**src/rtl/manual_setting_seq_pkg.sv**
```systemverilog
// Shared types and constants for the manual time-setting sequencer:
// FSM states, key priority encoding and field limits.
package manual_setting_seq_pkg;

  typedef enum logic [1:0] {
    ST_IDLE = 2'd0,
    ST_EDIT = 2'd1,
    ST_DONE = 2'd2
  } state_e;

  typedef enum logic [2:0] {
    KEY_NONE  = 3'd0,
    KEY_STAR  = 3'd1,
    KEY_SHARP = 3'd2,
    KEY_UP    = 3'd3,
    KEY_DOWN  = 3'd4
  } key_e;

  // Bit positions of the keys inside the edge-detector vector
  localparam int KEY_NUM  = 5;
  localparam int KI_START = 0;
  localparam int KI_STAR  = 1;
  localparam int KI_SHARP = 2;
  localparam int KI_UP    = 3;
  localparam int KI_DOWN  = 4;

  localparam int HOUR_MAX   = 23;
  localparam int MINSEC_MAX = 59;

  function automatic key_e key_prio(input logic star, input logic sharp,
                                    input logic up, input logic down);
    if (star) begin
      return KEY_STAR;
    end else if (sharp) begin
      return KEY_SHARP;
    end else if (up) begin
      return KEY_UP;
    end else if (down) begin
      return KEY_DOWN;
    end else begin
      return KEY_NONE;
    end
  endfunction

endpackage

```
**src/rtl/manual_setting_seq_key_edge.sv**
```systemverilog
// Per-key rising-edge detector; one instance covers every key of the block.
module key_edge #(
  parameter int WIDTH = 5
) (
  input  logic             clock,
  input  logic             reset,
  input  logic [WIDTH-1:0] keys,
  output logic [WIDTH-1:0] rise
);

  logic [WIDTH-1:0] prev_r;

  // History preloads to all-ones so a key held through reset release is not a press
  always_ff @(posedge clock) begin
    if (!reset) begin
      prev_r <= {WIDTH{1'b1}};
    end else begin
      prev_r <= keys;
    end
  end

  assign rise = keys & ~prev_r;

endmodule

```
**src/rtl/manual_setting_seq.sv**
```systemverilog
// Key-driven hour/minute/second editor (IDLE -> EDIT -> DONE).
// Define MANUAL_SETTING_TIMEOUT_EN to auto-abort after TIMEOUT_CYC idle EDIT cycles.
module manual_setting_seq
  import manual_setting_seq_pkg::*;
#(
  parameter int NUM_FIELDS  = 3,
  parameter int FIELD_W     = 6,
  parameter int TIMEOUT_CYC = 1000
) (
  input  logic                          clock,
  input  logic                          reset,
  input  logic                          start,
  input  logic                          sharp,
  input  logic                          star,
  input  logic                          up,
  input  logic                          down,
  input  logic [NUM_FIELDS*FIELD_W-1:0] load_vals,
  output logic [NUM_FIELDS-1:0]         field_en,
  output logic [NUM_FIELDS*FIELD_W-1:0] set_vals,
  output logic                          busy,
  output logic                          completeSetting,
  output logic                          aborted
);

  localparam int IDX_W  = (NUM_FIELDS > 1) ? $clog2(NUM_FIELDS) : 1;
  localparam int VALS_W = NUM_FIELDS * FIELD_W;

  logic [KEY_NUM-1:0]    keys_s;
  logic [KEY_NUM-1:0]    rise_s;
  key_e                  key_s;
  logic [FIELD_W-1:0]    cur_s;
  logic [FIELD_W-1:0]    lim_s;
  logic [FIELD_W-1:0]    inc_s;
  logic [FIELD_W-1:0]    dec_s;
  logic                  tmo_hit_s;
  logic                  abort_s;

  state_e                state_r;
  logic [IDX_W-1:0]      idx_r;
  logic [VALS_W-1:0]     vals_r;
  logic [VALS_W-1:0]     cap_r;
  logic [NUM_FIELDS-1:0] field_en_r;
  logic                  busy_r;
  logic                  complete_r;
  logic                  aborted_r;

  assign keys_s[KI_START] = start;
  assign keys_s[KI_STAR]  = star;
  assign keys_s[KI_SHARP] = sharp;
  assign keys_s[KI_UP]    = up;
  assign keys_s[KI_DOWN]  = down;

  key_edge #(
    .WIDTH (KEY_NUM)
  ) u_key_edge (
    .clock (clock),
    .reset (reset),
    .keys  (keys_s),
    .rise  (rise_s)
  );

  // Key arbitration and wrap-around arithmetic on the field being edited
  always_comb begin
    key_s = key_prio(rise_s[KI_STAR], rise_s[KI_SHARP], rise_s[KI_UP], rise_s[KI_DOWN]);
    cur_s = vals_r[int'(idx_r)*FIELD_W +: FIELD_W];
    if (idx_r == IDX_W'(0)) begin
      lim_s = FIELD_W'(HOUR_MAX);
    end else begin
      lim_s = FIELD_W'(MINSEC_MAX);
    end
    if (cur_s >= lim_s) begin
      inc_s = FIELD_W'(0);
    end else begin
      inc_s = cur_s + FIELD_W'(1);
    end
    if (cur_s == FIELD_W'(0)) begin
      dec_s = lim_s;
    end else begin
      dec_s = cur_s - FIELD_W'(1);
    end
    abort_s = ((key_s == KEY_STAR) && (idx_r == IDX_W'(0))) || tmo_hit_s;
  end

`ifdef MANUAL_SETTING_TIMEOUT_EN
  localparam int TMO_W = $clog2(TIMEOUT_CYC + 1);

  logic [TMO_W-1:0] tmo_r;

  assign tmo_hit_s = (state_r == ST_EDIT) && (key_s == KEY_NONE) &&
                     (tmo_r == TMO_W'(TIMEOUT_CYC - 1));

  // Consecutive idle EDIT cycles; any accepted key restarts the count
  always_ff @(posedge clock) begin
    if (!reset) begin
      tmo_r <= TMO_W'(0);
    end else if ((state_r == ST_EDIT) && (key_s == KEY_NONE) && !tmo_hit_s) begin
      tmo_r <= tmo_r + TMO_W'(1);
    end else begin
      tmo_r <= TMO_W'(0);
    end
  end
`else
  logic unused_tmo_s;

  assign tmo_hit_s    = 1'b0;
  assign unused_tmo_s = (TIMEOUT_CYC > 0);
`endif

  // Sequencer FSM with registered outputs
  always_ff @(posedge clock) begin
    if (!reset) begin
      state_r    <= ST_IDLE;
      idx_r      <= IDX_W'(0);
      vals_r     <= VALS_W'(0);
      cap_r      <= VALS_W'(0);
      field_en_r <= NUM_FIELDS'(0);
      busy_r     <= 1'b0;
      complete_r <= 1'b0;
      aborted_r  <= 1'b0;
    end else begin
      complete_r <= 1'b0;
      aborted_r  <= 1'b0;
      case (state_r)
        ST_IDLE: begin
          if (rise_s[KI_START]) begin
            vals_r     <= load_vals;
            cap_r      <= load_vals;
            idx_r      <= IDX_W'(0);
            field_en_r <= NUM_FIELDS'(1);
            busy_r     <= 1'b1;
            state_r    <= ST_EDIT;
          end
        end
        ST_EDIT: begin
          if (abort_s) begin
            vals_r     <= cap_r;
            idx_r      <= IDX_W'(0);
            field_en_r <= NUM_FIELDS'(0);
            busy_r     <= 1'b0;
            aborted_r  <= 1'b1;
            state_r    <= ST_IDLE;
          end else begin
            case (key_s)
              KEY_STAR: begin
                idx_r      <= idx_r - IDX_W'(1);
                field_en_r <= field_en_r >> 1;
              end
              KEY_SHARP: begin
                if (idx_r == IDX_W'(NUM_FIELDS - 1)) begin
                  field_en_r <= NUM_FIELDS'(0);
                  busy_r     <= 1'b0;
                  complete_r <= 1'b1;
                  state_r    <= ST_DONE;
                end else begin
                  idx_r      <= idx_r + IDX_W'(1);
                  field_en_r <= field_en_r << 1;
                end
              end
              KEY_UP:   vals_r[int'(idx_r)*FIELD_W +: FIELD_W] <= inc_s;
              KEY_DOWN: vals_r[int'(idx_r)*FIELD_W +: FIELD_W] <= dec_s;
              default:  state_r <= ST_EDIT;
            endcase
          end
        end
        ST_DONE: begin
          idx_r   <= IDX_W'(0);
          state_r <= ST_IDLE;
        end
        default: begin
          idx_r      <= IDX_W'(0);
          field_en_r <= NUM_FIELDS'(0);
          busy_r     <= 1'b0;
          state_r    <= ST_IDLE;
        end
      endcase
    end
  end

  assign field_en        = field_en_r;
  assign set_vals        = vals_r;
  assign busy            = busy_r;
  assign completeSetting = complete_r;
  assign aborted         = aborted_r;

endmodule
```
**config.mk**
```make
export PLATFORM = sky130hd
export DESIGN_NAME = manual_setting_seq
export DESIGN_NICKNAME = d
export VERILOG_FILES = /design/src/rtl/manual_setting_seq_pkg.sv /design/src/rtl/manual_setting_seq_key_edge.sv /design/src/rtl/manual_setting_seq.sv
export SDC_FILE = /design/constraint.sdc
export NUM_CORES = 1
export LEC_CHECK = 0
export BUFFER_PORTS_ARGS = -buffer_cell sky130_fd_sc_hd__buf_2
export CAP_MARGIN = 20
export CORE_ASPECT_RATIO = 1.4
export CORE_MARGIN = 1
export CORE_UTILIZATION = 38
export CTS_CLUSTER_DIAMETER = 100
export DETAILED_ROUTE_END_ITERATION = 6
export PLACE_DENSITY = 0.56
export SYNTH_ARGS = -nofsm -noshare
export SYNTH_HDL_FRONTEND = slang
export SYNTH_SLANG_ARGS = --single-unit
```
**constraint.sdc**
```tcl
create_clock -name clock -period 3.9 [get_ports clock]
set_input_delay 0.78 -clock clock [delete_from_list [all_inputs] [get_ports clock]]
set_output_delay 0.78 -clock clock [all_outputs]
set_load 0.01 [all_outputs]
```
* After elaboration in Yosys (flattened, before gate mapping)
Index checks and enable logic that the tools add are counted.
Storage, ports and cells: bits in registers 51
Cells by class: $add $sub $neg 5, multiply operators 1, order comparisons 1, equality and inequality tests 15, shift operators 4, multiplexer cells 35, bitwise operators 6, reductions and logical operators 14
Operators with widths (count):
- one-hot mux 18 bit (2 select lines) | 2
- indexed part select 6 x 33 -> 18 bit | 2
- bitwise mux 18 bit | 2
- 2-to-1 mux 18 bit | 2
- negator 5 -> 33 bit | 1
- variable shift 6 x 33 -> 18 bit (first input constant) | 1
- indexed part select 18 x 32 -> 6 bit | 1
- 2-to-1 mux 3 bit | 7
- 2-to-1 mux 6 bit | 3
- one-hot mux 2 bit (2 select lines) | 4
- 2-to-1 mux 2 bit | 6
- != test 4 bit (second input constant) | 3
- AND reduction 3 bit | 4
- != test 3 bit (second input constant) | 3
- one-hot mux 3 bit (3 select lines) | 1
- adder 6 x 1 -> 6 bit (second input constant) | 1
- == test 3 x 2 -> 1 bit (second input constant) | 2
- >= comparator 6 bit | 1
- logical NOT 6 bit | 1
- 2-to-1 mux 1 bit | 6
- one-hot mux 3 bit (2 select lines) | 1
- subtractor 6 x 1 -> 6 bit (second input constant) | 1
- bitwise AND 5 bit | 1
- inverter 5 bit | 1
- 18 further kinds | 24

* Depth between registers and ports, before layout
depth in word-level cells 11, gate-level depth with buffers 14

* Hierarchy
A second synthesis with hierarchy kept.
Second synthesis, totals: cell total of the unflattened synthesis 483, area total of the unflattened synthesis 3737.3 um2
Modules (own cells, without submodules):
- manual_setting_seq | instances 1, cells each 468, area each 3574.7 um2, sequential area each 920.9 um2
- key_edge | instances 1, cells each 15, area each 162.7 um2, sequential area each 100.1 um2

* Least setup slack after synthesis
Ideal clock, no wire load.
path type flip-flop to flip-flop, from reg idx_r[1], to reg vals_r[17] (netlist: set_vals[17]), setup time 74 ps, arrival time 2874 ps, setup slack 952 ps, cell stages (with the launch flop) 15, path buffers 2, path through dfxtp_1 -> buf_2 -> buf_2 -> inv_1 -> ha_1 -> inv_1 -> ha_1 -> a21oi_1 -> o21ai_0 -> a21o_1 -> or3_1 -> a21oi_1 -> o32ai_1 -> or3_1 -> a31oi_1
On the way: word-level cells in the longest chain between the ends 9, elaborated cells between the ends (all ways) 22, classes of those cells 3 x add/sub; 1 x mul; 1 x order compare; 1 x eq/ne; 4 x shift; 8 x mux; 4 x reduce/logical
RTL lines:
- start, declared | RTL line manual_setting_seq.sv:39 | logic [IDX_W-1:0] idx_r;
- start signal, assigned | RTL line manual_setting_seq.sv:145 | idx_r <= idx_r - IDX_W'(1);
- start signal, assigned | RTL line manual_setting_seq.sv:155 | idx_r <= idx_r + IDX_W'(1);
- multiplier 2 x 2 -> 4 bit or logical NOT 2 bit (tied branches)
- indexed part select 18 x 32 -> 6 bit or 2-to-1 mux 6 bit (tied branches) | RTL line manual_setting_seq.sv:65, manual_setting_seq.sv:66
- subtractor 6 x 1 -> 6 bit (tied with other cells) | RTL line manual_setting_seq.sv:79 | dec_s = cur_s - FIELD_W'(1);
- 2-to-1 mux 6 bit (on tied branches) | RTL line manual_setting_seq.sv:76, manual_setting_seq.sv:71
- indexed part select 6 x 33 -> 18 bit (on tied branches) | RTL line manual_setting_seq.sv:160, manual_setting_seq.sv:159
- bitwise mux 18 bit (on tied branches) | RTL line manual_setting_seq.sv:160, manual_setting_seq.sv:159
- one-hot mux 18 bit (2 select lines) | RTL line manual_setting_seq.sv:143 | case (key_s)
- 2-to-1 mux 18 bit | RTL line manual_setting_seq.sv:135 | if (abort_s) begin
- one-hot mux 18 bit (2 select lines) | RTL line manual_setting_seq.sv:123 | case (state_r)
- end signal, assigned | RTL line manual_setting_seq.sv:126 | vals_r <= load_vals;
- end signal, assigned | RTL line manual_setting_seq.sv:136 | vals_r <= cap_r;
- end signal, assigned by index | RTL line manual_setting_seq.sv:160 | KEY_DOWN: vals_r[int'(idx_r)*FIELD_W +: FIELD_W] <= dec_s;
- end, declared | RTL line manual_setting_seq.sv:40 | logic [VALS_W-1:0] vals_r;
Several ways; a longest one is shown, not always the timed one. A chain may end at the register's enable or synchronous reset.

* Final worst setup path
from reg idx_r[0], to reg vals_r[17] (netlist: set_vals[17])
Same word-level chain as after synthesis.

==> impl_metrics.csv <==
group,metric,value,unit
timing,finalMaxSlewViolations,0,
grt,grt_use_met2,41.4,%
status,status,"finished with violations",
yosys,syn_area,3620,um2
setup_path,critPathArrivalTime,3.69,ns
grt,grtUsageMet1,31.1,%
grt,top_usage_layer,"met2",
yosys,synth-simple-area-share,28.2,%
routing,via_count,3900,
setup_path,crit_start,"idx_r[0]$_SDFFE_PN0P_",
routing,ant_nets,0,
yosys,yosysWarnings,0,
die,std_cell_rows,41,
final_layout,drive_above_1_share,17.2,%
clocking,cts.sinks,51,
setup_path,critical_path_buf_inv_count,1,
setup_path,r2r_start,"idx_r[0]$_SDFFE_PN0P_",
yosys,synth_nets,529,
placed_design,hpwl,8980,um
setup_path,start_kind,"flip-flop",
yosys,yosysTopAreaCell,"dfxtp_1",
setup_path,critPathTopFamily,"compound AO/OA/AOI/OAI gates",
yosys,synth_compound_area_share,29.9,%
routing,detail_route.wl_per_cell,18.8,um
timing,slew_headroom,49.4,%
timing,setup-violations-final,0,
setup_path,cp_cell_sequence,"mux2i_1 > nor2_1 > a21oi_2 > inv_2 > ha_1 > a21oi_1 > o21ai_0 > a21o_1 > or3_1 > a21oi_1 > o32ai_1 > or3_1 > a31oi_1",
routing,viasPerCell,6.14,
routing,drt_iter0_drc,274,
routing,finalWirelength,11900,um
timing,tightest_slew,0.757,ns
clocking,cts_buffer_depth,2,
yosys,synth_async_sr_flop_share,0,%
grt,grt_first_pass_wirelength,19400,um
yosys,synth_area_leaders,"dfxtp_1, nand2_1, a21boi_0",
yosys,synthXorXnorAreaFrac,1.21,%
grt,grt-ovfl-total,0,
final_layout,fin_nets,566,
clocking,post_cts_resized,0,
clocking,cts_tree,"yes",
grt,first_global_vias,3600,
die,die_x,84.5,um
yosys,syn_inst,492,
die,coreArea,9130,um2
job,maxCapViolations,0,
setup_path,r2r_slack,0.43,ns
clocking,numCtsBuffers,5,
yosys,synth-edff-count,0,
timing,hold_viol,0,
setup_path,critPathCaptureType,"flip-flop",
setup_path,worst-setup-path-type,"flip-flop to flip-flop",
clocking,ctsRootBufferMaster,"clkbuf_16",
die,die_y,117,um
setup_path,timing.rr.end,"set_vals[17]$_SDFFE_PN0P_",
yosys,ys.flop_type,"dfxtp_1",
timing,final.setup.tns,0,ns
setup_path,cpPeakStageDelay,0.71,ns
timing,skew,0.00341,ns
timing,rsz0062_at_grt,"false",
setup_path,cp.depth,13,
placed_design,gp_congestion,0.917,
routing,dr.pass1.iters,7,
final_layout,diodes,0,
final_layout,final_common_cell,"nand2_1",
die,pin_count,49,
status,violations,"DRC",
grt,antenna_found_initial,0,
yosys,synth_cell_types,69,
clocking,hold_buffers,0,
grt,grt_usage,24.8,%
yosys,synth_top_family_by_area,"compound AO/OA/AOI/OAI gates",
routing,drc,2,
timing,min_period,3.47,ns
pwr,irDropWorstVdd,0.000334,V
setup_path,slowest_stage,"dfxtp_1",
yosys,synthMuxAreaShare,2.53,%
pwr,p_leak,1.61,nW
yosys,ys_ff_latch,51,
die,die_area,9920,um2
die,start_util,39.6,%
grt,use_met3,3.38,%
yosys,netlist.area_leader.share,28.2,%
timing,max_freq,288,MHz
grt,grt_max_degree,42,
setup_path,required,4.12,ns
placed_design,numPortBuffers,48,
yosys,synth.avg_cell_area,7.35,um2
timing,hold_ws,0.466,ns
setup_path,cp_max_fo,13,
placed_design,place_ws,0.458,ns
clocking,clk_latency,0.29,ns
timing,post-route-period-util,88.9,%
yosys,yosysSeqAreaShare,28.2,%
final_layout,layout_common_cells,"nand2_1, dfxtp_1, buf_2",
final_layout,area_growth,13.8,%
hold_path,min_path_type,"flip-flop to flip-flop",
setup_path,crit_end,"set_vals[17]$_SDFFE_PN0P_",
clocking,post-cts-setup-buffers,0,
pwr,power_density,312,nW/um2
clocking,clk_pin_slew_worst_paths,0.06,ns
clocking,htreeDepth,2,
setup_path,r2r_cells,13,
yosys,synth_adder_area_share,4.15,%
timing,fin_ws,0.433,ns
-- sequential cells by signal (all words and copies together), names as in the netlist --
| name | flops |
|---|---|
| u_key_edge.prev_r | 5 |
| idx_r | 2 |
| cap_r | 18 |
| field_en | 3 |
| state_r | 2 |
| busy | 1 |
| completeSetting | 1 |
| set_vals | 18 |
| aborted | 1 |
-- cells in the mapped netlist (all sizes together) (12+ instances only) --
library cell / instances
ha: 12
a21boi: 23
nand2: 85
o211ai: 15
o21ai: 29
nand3: 27
a21oi: 22
nand2b: 12
nor2: 37
buf: 12
dfxtp: 51
clkbuf: 24
-- metrics by stage --
stage          instances  power, mW  area, um2  utilization (%)
3_5_place_dp         629      0.868       3980             43.6
4_1_cts              635       1.29       4120             45.1
2_1_floorplan        492      0.764       3620                -
5_1_grt              635       1.34       4120             45.1
6_report             635       1.28       4120             45.1
3_3_place_gp         629      0.868       3980             43.6
-- logic make-up (layout without fill, tap and decap cells) --
| family | after synthesis | in the layout |
|---|---|---|
| xor gates and xnor gates | 5 | 5 |
| buffers and inverters | 49 | 85 |
| and+or+nand+nor | 211 | 211 |
| AOI/OAI and AO/OA | 155 | 155 |
| adders and majority gates | 12 | 12 |
| muxes | 9 | 9 |
| DFF | 51 | 51 |
-- area by class of cell --
cell class,count,area [um2]
fillers,943,5010
multi-input cells,392,2390
flip-flops and latches,51,1020
clock inverters,1,7.51
clock buffers,5,125
well taps,107,134
repair buffers,66,388
inverters,13,50.0
-- where the power goes --
group	total, mW	internal [mW]	leakage [nW]	switching (mW)
registers	0.568	0.545	0.416	0.0238
clock network	0.423	0.231	0.0618	0.192
logic	0.291	0.109	1.13	0.183
-- worst min-delay path by stage --
stage                           startpoint                      to  slack, ns  cells after the start
floorplan           cap_r[17]$_SDFFE_PN0P_  cap_r[17]$_SDFFE_PN0P_       0.44                      2
finish              cap_r[16]$_SDFFE_PN0P_  cap_r[16]$_SDFFE_PN0P_       0.47                      2
CTS                  cap_r[8]$_SDFFE_PN0P_   cap_r[8]$_SDFFE_PN0P_       0.47                      2
detailed placement   cap_r[8]$_SDFFE_PN0P_   cap_r[8]$_SDFFE_PN0P_       0.46                      2
global route         cap_r[8]$_SDFFE_PN0P_   cap_r[8]$_SDFFE_PN0P_       0.49                      2
global placement     cap_r[5]$_SDFFE_PN0P_   cap_r[5]$_SDFFE_PN0P_       0.45                      2
-- metal layers --
| layer | wire [um] | vias to the layer above |
|---|---|---|
| met5 | 0 | - |
| li1 | - | 1868 |
| met4 | 495 | 0 |
| met2 | 5720 | 152 |
| met3 | 587 | 36 |
| met1 | 5140 | 1844 |
-- tightest hold or removal path, cell delays in order, from the launching register on --
cell and delay, ns:
dfxtp_1 0.31, nand2_1 0.05, a21boi_0 0.06
No activity file was read; power rests on OpenSTA's default activity.
